**src/rtl/fetch_stage.sv**
```systemverilog
// Instruction-fetch stage: holds the PC, drives it to the instruction memory and
// captures the returned word into the IF/ID register. Stall, flush and branch
// redirection are resolved here with priority reset > branch > flush > stall > advance.
// Optional performance counters are enabled by defining FETCH_PERF_COUNTERS_EN.
module fetch_stage #(
  parameter logic [31:0] RESET_PC  = 32'h0000_0000,
  parameter logic [31:0] NOP_INSTR = 32'h0000_0013
) (
  input  logic        clk,
  input  logic        reset,
  input  logic        stall,
  input  logic        flush,
  input  logic        branch_taken,
  input  logic [31:0] branch_target,
  output logic [31:0] imem_address,
  input  logic [31:0] imem_instruction,
  output logic [31:0] if_id_instruction,
  output logic [31:0] if_id_pc,
  output logic [31:0] if_id_pc_plus4,
  output logic        if_id_valid
`ifdef FETCH_PERF_COUNTERS_EN
  ,
  output logic [31:0] fetch_count,
  output logic [31:0] stall_count
`endif
);

  logic [31:0] pc_q, pc_d;
  logic [31:0] instr_q, instr_d;
  logic [31:0] ifpc_q, ifpc_d;
  logic [31:0] ifp4_q, ifp4_d;
  logic        valid_q, valid_d;
  logic [31:0] pc_plus4;

  // Mutually exclusive per-edge actions, already resolved by priority.
  logic do_branch, do_flush, do_hold, do_adv;

  assign pc_plus4  = pc_q + 32'd4;
  assign do_branch = branch_taken;
  assign do_flush  = !branch_taken && flush;
  assign do_hold   = !branch_taken && !flush && stall;
  assign do_adv    = !branch_taken && !flush && !stall;

  // Next-state selection for the PC and the IF/ID register.
  always_comb begin
    pc_d    = pc_q;
    instr_d = instr_q;
    ifpc_d  = ifpc_q;
    ifp4_d  = ifp4_q;
    valid_d = valid_q;
    if (do_branch || do_flush) begin
      // Squash IF/ID to a bubble.
      instr_d = NOP_INSTR;
      ifpc_d  = 32'd0;
      ifp4_d  = 32'd0;
      valid_d = 1'b0;
    end
    if (do_branch) begin
      // Low two target bits are dropped to keep the PC word aligned.
      pc_d = branch_target & 32'hFFFF_FFFC;
    end else if (do_flush) begin
      pc_d = stall ? pc_q : pc_plus4;
    end else if (do_adv) begin
      pc_d    = pc_plus4;
      instr_d = imem_instruction;
      ifpc_d  = pc_q;
      ifp4_d  = pc_plus4;
      valid_d = 1'b1;
    end
  end

  // PC and IF/ID state with synchronous reset.
  always_ff @(posedge clk) begin
    if (reset) begin
      pc_q    <= RESET_PC;
      instr_q <= NOP_INSTR;
      ifpc_q  <= 32'd0;
      ifp4_q  <= 32'd0;
      valid_q <= 1'b0;
    end else begin
      pc_q    <= pc_d;
      instr_q <= instr_d;
      ifpc_q  <= ifpc_d;
      ifp4_q  <= ifp4_d;
      valid_q <= valid_d;
    end
  end

  assign imem_address      = pc_q;
  assign if_id_instruction = instr_q;
  assign if_id_pc          = ifpc_q;
  assign if_id_pc_plus4    = ifp4_q;
  assign if_id_valid       = valid_q;

`ifdef FETCH_PERF_COUNTERS_EN
  logic [31:0] fetch_cnt_q, stall_cnt_q;

  // Count valid IF/ID loads and stall-hold edges; both wrap naturally.
  always_ff @(posedge clk) begin
    if (reset) begin
      fetch_cnt_q <= 32'd0;
      stall_cnt_q <= 32'd0;
    end else begin
      if (do_adv)  fetch_cnt_q <= fetch_cnt_q + 32'd1;
      if (do_hold) stall_cnt_q <= stall_cnt_q + 32'd1;
    end
  end

  assign fetch_count = fetch_cnt_q;
  assign stall_count = stall_cnt_q;
`endif

endmodule

```
**config.mk**
```make
export PLATFORM = sky130hd
export DESIGN_NAME = fetch_stage
export DESIGN_NICKNAME = d
export VERILOG_FILES = /design/src/rtl/fetch_stage.sv
export SDC_FILE = /design/constraint.sdc
export NUM_CORES = 1
export LEC_CHECK = 0
export CELL_PAD_IN_SITES_DETAIL_PLACEMENT = 1
export CELL_PAD_IN_SITES_GLOBAL_PLACEMENT = 1
export CORE_UTILIZATION = 35
export CTS_BUF_LIST = sky130_fd_sc_hd__clkbuf_4
export CTS_CLUSTER_DIAMETER = 100
export DETAILED_ROUTE_END_ITERATION = 8
export PLACE_DENSITY_LB_ADDON = 0.1
export SLEW_MARGIN = 20
export SYNTH_ARGS = -nofsm -noshare
export SYNTH_HDL_FRONTEND = slang
export SYNTH_SLANG_ARGS = --single-unit
export TNS_END_PERCENT = 30
```
**constraint.sdc**
```tcl
create_clock -name clk -period 4.7 [get_ports clk]
set_input_delay 0.47 -clock clk [delete_from_list [all_inputs] [get_ports clk]]
set_output_delay 0.47 -clock clk [all_outputs]
set_load 0.03 [all_outputs]
```
## After elaboration in Yosys (flattened, before gate mapping)

Index checks and enable logic that the tools add are counted.

- Bits in registers: 129
- Input bits: 69
- Logic and storage cells: 41

- $add $sub $neg: 1
- Equal/unequal tests: 2
- Multiplexer cells: 20
- Reductions and logical operators: 12

Operator list:

| operator | count |
|---|---|
| 2-to-1 mux 32 bit | 16 |
| adder 32 x 3 -> 32 bit, second input constant | 1 |
| 2-to-1 mux 1 bit | 4 |
| AND reduction 2 bit | 2 |
| logical AND 1 bit | 3 |
| zero test 1 bit | 3 |
| inequality test 3 bit, second input constant | 1 |
| nonzero test 3 bit | 1 |
| inequality test 2 bit, second input constant | 1 |
| nonzero test 2 bit | 1 |
| OR reduction 2 bit | 1 |
| logical OR 1 bit | 1 |

## Longest topological paths before layout

Gate-level depths: netlist of run 1.

- Depth after elaboration: 7
- Mapped depth: 8

## Worst setup path after synthesis of run 1

OpenSTA, ideal clock, no wires.

- Path type: register to register
- Start point: register pc_q[2] (netlist: imem_address[2])
- End point: register pc_q[30] (netlist: imem_address[30])
- Library setup time: 0.086 ns
- Arrival time: 2.021 ns
- Data required time: 4.614 ns
- Path slack: 2.593 ns
- Stages on the path, launching flop included: 7
- Period minus slack after synthesis: 2.107 ns
- Cells stage by stage: dfxtp_1 > ha_1 > nand3_1 > nor4_4 > nand4_1 > xor2_1 > a211oi_1

- Longest elaborated chain between the ends: 4
- Elaborated cells between the ends (all ways): 5
- Those cells by class: add/sub: 1; mux: 4

RTL lines:

| element | line | text |
|---|---|---|
| start, declared | 28 | `logic [31:0] pc_q, pc_d;` |
| start signal, assigned | 81 | `pc_q <= pc_d;` |
| adder 32 x 3 -> 32 bit * | 38 | `assign pc_plus4 = pc_q + 32'd4;` |
| 2-to-1 mux 32 bit (on tied branches) | 63, 62 |  |
| 2-to-1 mux 32 bit * | 61 | `end else if (do_flush) begin` |
| 2-to-1 mux 32 bit * | 58 | `if (do_branch) begin` |

Mark *: on every way between the ends. The rest lies on a longest branch, timed or not. The select of a mux whose other input is x is not followed.
A chain may end at the register's enable or synchronous reset.

## Worst setup path after layout of run 1

- Start point: register pc_q[2] (netlist: imem_address[2])
- End point: register ifp4_q[30] (netlist: if_id_pc_plus4[30])

- Longest elaborated chain between the ends: 4

RTL lines:

| element | line | text |
|---|---|---|
| adder 32 x 3 -> 32 bit | 38 |  |
| 2-to-1 mux 32 bit | 63 | `end else if (do_adv) begin` |
| 2-to-1 mux 32 bit | 61 |  |
| 2-to-1 mux 32 bit | 58 |  |
| end signal, assigned | 84 | `ifp4_q <= ifp4_d;` |
| end, declared | 31 | `logic [31:0] ifp4_q, ifp4_d;` |

Every way passes these cells.

==> results of run 1 <==
worst min-delay path, cell delays in order:
cell,delay [ns]
clkdlybuf4s50_1,0.40
nand2_1,0.06
a21oi_1,0.05
cell usage in the layout (no fill, tap or decap), drive strengths merged, types with 11 or more instances in the layout:
cell type | synthesis | routed
dfxtp | 127 | 127
nor3 | 15 | 15
a211oi | 23 | 23
nand2 | 137 | 137
clkdlybuf4s50 | 0 | 193
a21oi | 90 | 90
clkbuf | 37 | 19
nand4 | 11 | 11
xor2 | 23 | 23
o21ai | 24 | 24
xnor2 | 30 | 30
nor2 | 49 | 49
clkinv | 0 | 11
nand3 | 14 | 14
report_power, final:
group	internal [mW]	switching (mW)
combinational	0.128	0.146
sequential	1.10	0.0454
clock	0.255	0.391
layer usage:
layer,track usage (%),vias up,routed length (um)
met5,0,-,0
met3,5.36,16,834
li1,-,2535,-
met2,35.7,141,7970
met4,7.51,0,208
met1,29.4,2441,8370
metrics by stage:
stage	std cells	hold slack, ns	util, %	cell area, um^2	total power [mW]
floorplan	656	0.575	-	5420	1.30
global placement	987	0.438	48.9	7400	1.44
detailed placement	987	0.448	48.9	7400	1.44
CTS	1018	0.419	50.3	7620	2.09
global route	1019	0.423	50.3	7620	2.17
finish	1019	0.456	50.3	7620	2.06
final timing paths:
kind                            slack, ns                 start               endpoint
worst max-delay path                 2.15       imem_address[2]     if_id_pc_plus4[30]
worst min-delay path                 0.46  imem_instruction[31]  if_id_instruction[31]
worst max register to register       2.15       imem_address[2]     if_id_pc_plus4[30]
worst min register to register       0.46           if_id_valid            if_id_valid
logic make-up (layout without fill, tap and decap cells):
group	Yosys count	count (layout)	synth area share, %
compound gates	143	143	14.7
xor+xnor	53	53	8.57
fa+ha+maj	1	1	0.231
buf+inv	61	235	4.92
flops	127	127	47.0
mux	8	8	1.48
other cells	1	3	0.0693
simple gates	261	261	23.1
sequential cells by signal, summed over array words and instances, names as in the netlist:
signal	cells
imem_address	30
if_id_valid	1
if_id_pc_plus4	32
if_id_pc	32
if_id_instruction	32
area by class of cell:
| type | instances | area [um^2] |
|---|---|---|
| antenna | 1 | 2.50 |
| clock buffer | 19 | 143 |
| clock inverter | 12 | 77.6 |
| fill | 1799 | 7520 |
| inverter | 3 | 11.3 |
| multi-input combinational | 468 | 2620 |
| sequential | 127 | 2540 |
| tap | 188 | 235 |
| timing repair buffer | 201 | 1990 |
==> impl_metrics.py, run 1 <==
metrics = {
    "status": {
        "outcome": "finished clean",
    },
    "min_path": {
        "hold_class": "in -> reg",
        "hold_depth": 3,
    },
    "sta": {
        "max_slew_margin_pct": 44.1,
        "rsz0062_at_grt": "false",
        "fin_skew_ns": 0.0134,
        "finalHoldViolCount": 0,
        "max_freq_mhz": 392,
        "tightest_slew_ns": 0.834,
        "fin_ws_ns": 2.15,
        "drv_slew": 0,
        "finalCritPeriodShare_pct": 54.3,
        "layout_min_cycle_time_ns": 2.55,
        "setup_viol": 0,
        "finalSetupTns_ns": 0,
    },
    "final_layout": {
        "drive_above_1_share_pct": 6.02,
        "final_nets": 888,
        "area_growth_pct": 40.8,
    },
    "setup_path": {
        "cp_slowest_cell": "nor3_2",
        "cp_data_arrival_time_ns": 2.97,
        "critPathMaxFanout": 13,
        "cp.depth": 6,
        "max_stage_delay_ns": 0.69,
        "cp_cell_sequence": "ha_1 > nand4_1 > nor3_2 > nand4_1 > xor2_1 > a21oi_1",
        "cp.required_ns": 5.12,
        "crit_type": "reg -> reg",
        "path_delay_family": "simple AND/OR/NAND/NOR gates",
        "crit_top_cell": "nand4_1",
        "crit_buf_inv": 0,
        "endpoint_kind": "flip-flop",
        "rr_worst_depth": 6,
        "cp-start-kind": "flip-flop",
    },
    "placed_design": {
        "gp_congestion": 0.791,
        "place_ws_ns": 1.77,
        "hpwl_mm": 12.2,
        "io_buffers": 193,
    },
    "yosys": {
        "syn_avg_cell_area_um2": 8.27,
        "synth_top_area_share_pct": 47.0,
        "yosys_warnings": 0,
        "seq_area_frac_synth_pct": 47.0,
        "netlist_area_mm2": 0.00541,
        "synth_ff_type": "dfxtp_1",
        "synthTopCellsByCount": "nand2_1, dfxtp_1, a21oi_1",
        "async_flop_share_pct": 0,
        "synth.distinct_cells": 45,
        "synth_edf_count": 0,
        "synth-seq-cells": 127,
        "synth_most_common_cell": "nand2_1",
        "syn_inst": 655,
        "yosys.area.top_type": "dfxtp_1",
        "yosys-top-cells-area": "dfxtp_1, nand2_1, a21oi_1",
    },
    "floorplanning": {
        "die_y_um": 126,
        "io_pins": 198,
        "dieArea_mm2": 0.0160,
        "start_util_pct": 35.7,
        "die_w_um": 126,
        "coreArea_mm2": 0.0151,
        "fp-row-count": 45,
    },
    "detailed_routing": {
        "vias": 5133,
        "viasPerCell": 5.04,
        "drt_pass1_iterations": 4,
        "first_iter_violations": 220,
        "drt-total-wl_mm": 17.4,
        "ant_nets": 0,
        "detail_route.wl_per_cell_um": 17.1,
        "drc": 0,
    },
    "clock_tree": {
        "clockBufferDepth": 2,
        "post_cts_buffers": 0,
        "clock_sinks": 127,
        "htreeDepth": 4,
        "cts_root_buf": "clkbuf_4",
        "path_clk_slew_ns": 0.10,
        "clock_latency_ns": 0.56,
        "cts_resized": 0,
        "cts_buffers": 17,
        "tritoncts": "built",
        "hold_buffers": 0,
    },
    "job": {
        "max-cap-violations": 0,
    },
    "grt": {
        "grt_remaining_overflow": 0,
        "antenna_found_initial": 1,
        "grt_pass1_wl_mm": 27.7,
        "grt_pass1_vias": 5192,
        "grt_max_degree": 62,
        "grt_use_total_pct": 22.3,
    },
    "power_and_ir_drop": {
        "ir_drop_v": 0.000127,
        "p_leak_nw": 2.57,
        "power.density_mw_per_mm2": 271,
    },
}
Note: power is estimated with default switching activity, not from simulation.
==> run 2: changes to the inputs <==
--- a/config.mk
+++ b/config.mk
@@ -7,7 +7,7 @@
 export LEC_CHECK = 0
 export CELL_PAD_IN_SITES_DETAIL_PLACEMENT = 1
 export CELL_PAD_IN_SITES_GLOBAL_PLACEMENT = 1
-export CORE_UTILIZATION = 35
+export CORE_UTILIZATION = 30
 export CTS_BUF_LIST = sky130_fd_sc_hd__clkbuf_4
 export CTS_CLUSTER_DIAMETER = 100
 export DETAILED_ROUTE_END_ITERATION = 8
==> constraint.sdc (replaced) <==
create_clock -name clk -period 2.1 [get_ports clk]
set_input_delay 0.21 -clock clk [delete_from_list [all_inputs] [get_ports clk]]
set_output_delay 0.21 -clock clk [all_outputs]
set_load 0.03 [all_outputs]
==> run 2 against run 1 <==
Effect of this change: critical path depth is 5 lower; highest routed layer unchanged; via count is 3.1% higher; power grew to 2.5 times the previous value; final cell count is 7.5% higher; flip-flop and latch count stayed put; non-clock buffer count is 38 higher.
==> impl_metrics.py, run 2 (synthesized netlist as in run 1, its figures left out) <==
metrics = {
    "status": {
        "outcome": "finished clean",
    },
    "final_layout": {
        "post-route-util_pct": 46.7,
        "area_growth_pct": 50.8,
        "layout_common_cells": "clkdlybuf4s50_1, nand2_1, dfxtp_1, a21oi_1, nor2_1",
        "final_nets": 926,
        "drive_above_1_share_pct": 10.8,
        "finalInstanceArea_mm2": 0.00816,
        "layout_commonest_cell": "clkdlybuf4s50_1",
        "nFillCells": 2069,
    },
    "setup_path": {
        "critPathMaxFanout": 6,
        "cp.required_ns": 1.89,
        "path_delay_family": "buffers and inverters",
        "worst_r2r_endpoint": "imem_address[30]",
        "reg2reg_from": "imem_address[3]",
        "max_stage_delay_ns": 0.74,
        "cp_slowest_cell": "clkdlybuf4s50_1",
        "crit_buf_inv": 1,
        "reg2reg_slack_ns": 0.20,
        "crit_type": "reg -> out",
        "rr_worst_depth": 6,
        "endpoint_kind": "primary output",
        "cp_cell_sequence": "clkdlybuf4s50_1",
        "cp_data_arrival_time_ns": 1.82,
        "cp-start-kind": "flip-flop",
    },
    "floorplanning": {
        "fp-row-count": 48,
        "coreArea_mm2": 0.0175,
        "dieArea_mm2": 0.0186,
        "die_w_um": 136,
        "io_pins": 198,
        "start_util_pct": 31.0,
        "die_y_um": 136,
    },
    "sta": {
        "setup_viol": 0,
        "finalCritPeriodShare_pct": 96.5,
        "finalHoldViolCount": 0,
        "layout_min_cycle_time_ns": 2.03,
        "max_freq_mhz": 493,
        "drv_slew": 0,
        "fin_ws_ns": 0.0734,
        "finalSetupTns_ns": 0,
        "rsz0062_at_grt": "false",
        "fin_skew_ns": 0.0223,
        "hold_ws_ns": 0.220,
    },
    "min_path": {
        "hold_depth": 3,
        "min-delay-start": "imem_instruction[21]",
        "min_to": "if_id_instruction[21]",
        "hold_class": "in -> reg",
    },
    "clock_tree": {
        "tritoncts": "built",
        "cts_root_buf": "clkbuf_4",
        "cts_buffers": 17,
        "clock_latency_ns": 0.54,
        "clockBufferDepth": 2,
        "clock_sinks": 127,
        "hold_buffers": 0,
        "path_clk_slew_ns": 0.12,
        "htreeDepth": 4,
    },
    "power_and_ir_drop": {
        "combPwrFrac_pct": 14.3,
        "clockPowerShare_pct": 37.3,
        "power.density_mw_per_mm2": 635,
        "p_leak_nw": 2.85,
        "pwr-share-seq_pct": 48.4,
        "p_int_mw": 3.77,
        "p_sw_mw": 1.41,
        "ir_drop_v": 0.000278,
        "sw_frac_of_total_pct": 27.3,
    },
    "grt": {
        "antenna_found_initial": 1,
        "grt_use_total_pct": 20.2,
        "grt_remaining_overflow": 0,
        "grt_max_degree": 57,
        "grt_pass1_wl_mm": 28.6,
        "grt_pass1_vias": 5522,
    },
    "detailed_routing": {
        "vias": 5290,
        "ant_nets": 0,
        "viasPerCell": 4.83,
        "drc": 0,
        "drt_pass1_iterations": 5,
        "detail_route.wl_per_cell_um": 16.9,
        "first_iter_violations": 173,
        "drt-total-wl_mm": 18.5,
    },
    "placed_design": {
        "place_area_mm2": 0.00784,
        "hpwl_mm": 13.6,
        "gp_congestion": 0.796,
        "place_ws_ns": -0.00143,
        "io_buffers": 193,
    },
    "job": {
        "max-cap-violations": 0,
    },
}
[run 2: worst min-delay path: stages]
cell and delay (ns):
clkdlybuf4s50_1 0.40, nand2_1 0.06, a21oi_1 0.05
[run 2: final cells by class]
cell class | count | area, um^2 | area share (%)
Antenna cell | 1 | 2.50 | 0.0307
Clock buffer | 18 | 135 | 1.66
Clock inverter | 14 | 190 | 2.33
Inverter | 3 | 11.3 | 0.138
Multi-Input combinational cell | 468 | 2620 | 32.1
Sequential cell | 127 | 2540 | 31.2
Tap cell | 225 | 282 | 3.45
Timing Repair Buffer | 239 | 2380 | 29.1
[run 2: how the worst max path moves through the flow]
stage / cells past startpoint / slack [ns] / end / startpoint
floorplan: 6 / 0.02 / imem_address[30] / imem_address[3]
global placement: 7 / 0.05 / imem_address[30] / stall
detailed placement: 7 / -0.001 / imem_address[30] / stall
CTS: 2 / 0.01 / imem_address[8] / imem_address[8]
global route: 1 / 0.006 / imem_address[29] / imem_address[29]
finish: 1 / 0.07 / imem_address[29] / imem_address[29]
[run 2: metrics by stage]
step	total power, mW	cells
floorplan	2.92	656
global placement	3.30	1062
detailed placement	3.31	1062
CTS	5.26	1094
global route	5.41	1095
finish	5.18	1095
[run 2: repair_timing]
action	in CTS	in global routing
gates resized for setup	1	1
endpoints found under the hold margin	0	0
endpoints found under the setup margin	1	3
pin swaps	0	1
buffers inserted	0	0
[run 2: routing by layer]
metal  wire length, um  track usage, %  vias up
met5                 0               0        -
met4               156            6.11        0
met3              1070            5.26       10
met2              9060            35.0      146
met1              8180            24.2     2526
li1                  -               -     2608
[run 2: power groups by stage]
stage	clock, mW	sequential (mW)	combinational (mW)
5_1_grt	2.10	2.52	0.795
3_3_place_gp	0	2.56	0.737
4_1_cts	2.00	2.51	0.753
2_1_floorplan	0	2.67	0.243
6_report	1.93	2.51	0.743
3_5_place_dp	0	2.56	0.749
==> run 3: changes to the inputs <==
--- a/config.mk
+++ b/config.mk
@@ -11,7 +11,10 @@
 export CTS_BUF_LIST = sky130_fd_sc_hd__clkbuf_4
 export CTS_CLUSTER_DIAMETER = 100
 export DETAILED_ROUTE_END_ITERATION = 8
+export MAX_ROUTING_LAYER = met4
 export PLACE_DENSITY_LB_ADDON = 0.1
+export SETUP_SLACK_MARGIN = 0.2
+export SKIP_LAST_GASP = 1
 export SLEW_MARGIN = 20
 export SYNTH_ARGS = -nofsm -noshare
 export SYNTH_HDL_FRONTEND = slang
==> run 3 against run 2 <==
Effect of this change: clock skew down 0.0046 ns; highest routed layer unchanged; design area down 0.97%; wire length down 0.79%; via count up 0.21%; die area unchanged; sequential share of layout area up 0.37 points; setup slack better by 0.087 ns; utilization down 0.45 points.
==> impl_metrics.py, run 3 (synthesized netlist as in run 1, its figures left out) <==
metrics = {
    "status": {
        "outcome": "finished clean",
    },
    "placed_design": {
        "place_ws_ns": -0.0157,
        "hpwl_mm": 13.4,
        "io_buffers": 193,
        "place_area_mm2": 0.00778,
        "gp_congestion": 0.789,
    },
    "sta": {
        "layout_min_cycle_time_ns": 1.94,
        "tightest_slew_ns": 0.646,
        "rsz0062_at_grt": "true",
        "finalHoldViolCount": 0,
        "finalSetupTns_ns": 0,
        "fin_skew_ns": 0.0176,
        "fin_ws_ns": 0.160,
        "drv_slew": 0,
        "max_freq_mhz": 516,
        "max_slew_margin_pct": 56.7,
        "setup_viol": 0,
        "finalCritPeriodShare_pct": 92.4,
    },
    "setup_path": {
        "rr_worst_depth": 7,
        "critPathMaxFanout": 6,
        "crit_buf_inv": 1,
        "cp_data_arrival_time_ns": 1.73,
        "path_delay_family": "buffers and inverters",
        "crit_type": "reg -> out",
        "cp.depth": 1,
        "cp_slowest_cell": "clkdlybuf4s50_1",
        "max_stage_delay_ns": 0.73,
        "cp-start-kind": "flip-flop",
        "cp_cell_sequence": "clkdlybuf4s50_1",
        "cp.required_ns": 1.89,
        "endpoint_kind": "primary output",
    },
    "final_layout": {
        "layout_commonest_cell": "clkdlybuf4s50_1",
        "post-route-util_pct": 46.3,
        "area_growth_pct": 49.3,
        "drive_above_1_share_pct": 11.4,
        "final_nets": 930,
        "layout_common_cells": "clkdlybuf4s50_1, nand2_1, dfxtp_1, a21oi_1, nor2_1",
        "finalInstanceArea_mm2": 0.00809,
    },
    "floorplanning": {
        "io_pins": 198,
        "die_y_um": 136,
        "coreArea_mm2": 0.0175,
        "fp-row-count": 48,
        "die_w_um": 136,
        "dieArea_mm2": 0.0186,
        "start_util_pct": 31.0,
    },
    "clock_tree": {
        "cts_buffers": 17,
        "clockBufferDepth": 2,
        "clock_sinks": 127,
        "hold_buffers": 0,
        "cts_root_buf": "clkbuf_4",
        "path_clk_slew_ns": 0.11,
        "clock_latency_ns": 0.54,
        "htreeDepth": 4,
        "tritoncts": "built",
    },
    "grt": {
        "grt_pass1_vias": 5488,
        "busiest_layer": "met2",
        "antenna_found_initial": 2,
        "grt_max_degree": 66,
        "grt_remaining_overflow": 0,
        "grt_use_total_pct": 20.7,
        "grt_pass1_wl_mm": 28.7,
        "use_met1_pct": 24.4,
        "use_met2_pct": 34.3,
        "use_met3_pct": 5.63,
    },
    "power_and_ir_drop": {
        "power.density_mw_per_mm2": 607,
        "p_sw_mw": 1.30,
        "ir_drop_v": 0.000255,
        "p_leak_nw": 2.90,
        "p_int_mw": 3.60,
        "clockPowerShare_pct": 34.2,
        "power.total_mw": 4.91,
        "combPwrFrac_pct": 14.7,
        "pwr-share-seq_pct": 51.1,
        "sw_frac_of_total_pct": 26.6,
    },
    "detailed_routing": {
        "drt-total-wl_mm": 18.3,
        "detail_route.wl_per_cell_um": 16.7,
        "drt_pass1_iterations": 4,
        "viasPerCell": 4.84,
        "ant_nets": 0,
        "drc": 0,
        "first_iter_violations": 136,
        "vias": 5301,
    },
    "job": {
        "max-cap-violations": 0,
    },
    "min_path": {
        "hold_depth": 3,
        "hold_class": "in -> reg",
    },
}
-- run 3: final cells by class --
class	count	area (um^2)
fill	2110	9390
multi-input combinational	468	2630
sequential	127	2550
timing repair buffer	243	2350
tap	225	282
clock buffer	19	143
clock inverter	9	121
inverter	3	11.3
antenna	2	5.00
-- run 3: power groups by stage --
stage	combinational, mW	clock, mW	sequential (mW)
4_1_cts	0.730	1.75	2.51
6_report	0.720	1.68	2.51
3_3_place_gp	0.721	0	2.56
2_1_floorplan	0.243	0	2.67
3_5_place_dp	0.734	0	2.56
5_1_grt	0.773	1.85	2.52
-- run 3: layer usage --
| layer | routed length [um] | part of all wire (%) |
|---|---|---|
| met4 | 182 | 0.99 |
| met5 | 0 | 0 |
| met1 | 8280 | 45 |
| met2 | 8740 | 48 |
| met3 | 1120 | 6.1 |
-- run 3: worst paths after layout --
kind,start,to,slack [ns]
worst max-delay path,imem_address[27],imem_address[27],0.16
worst min-delay path,imem_instruction[29],if_id_instruction[29],0.22
worst max register to register,imem_address[2],imem_address[18],0.31
worst min register to register,if_id_pc[21],if_id_pc[21],0.46
-- run 3: metrics by stage --
| step | instances | hold slack, ns |
|---|---|---|
| final | 1096 | 0.219 |
| after CTS | 1091 | 0.180 |
| after detailed placement | 1063 | 0.447 |
| after floorplan | 656 | 0.335 |
| after global routing | 1096 | 0.190 |
| after global placement | 1063 | 0.441 |
-- run 3: repair_timing --
item / in CTS / in global routing
gates resized for setup: 10 / 9
hold endpoints to repair: 0 / 0
endpoints found under the setup margin: 35 / 44
buffers inserted: 0 / 3
pin swaps: 0 / 2
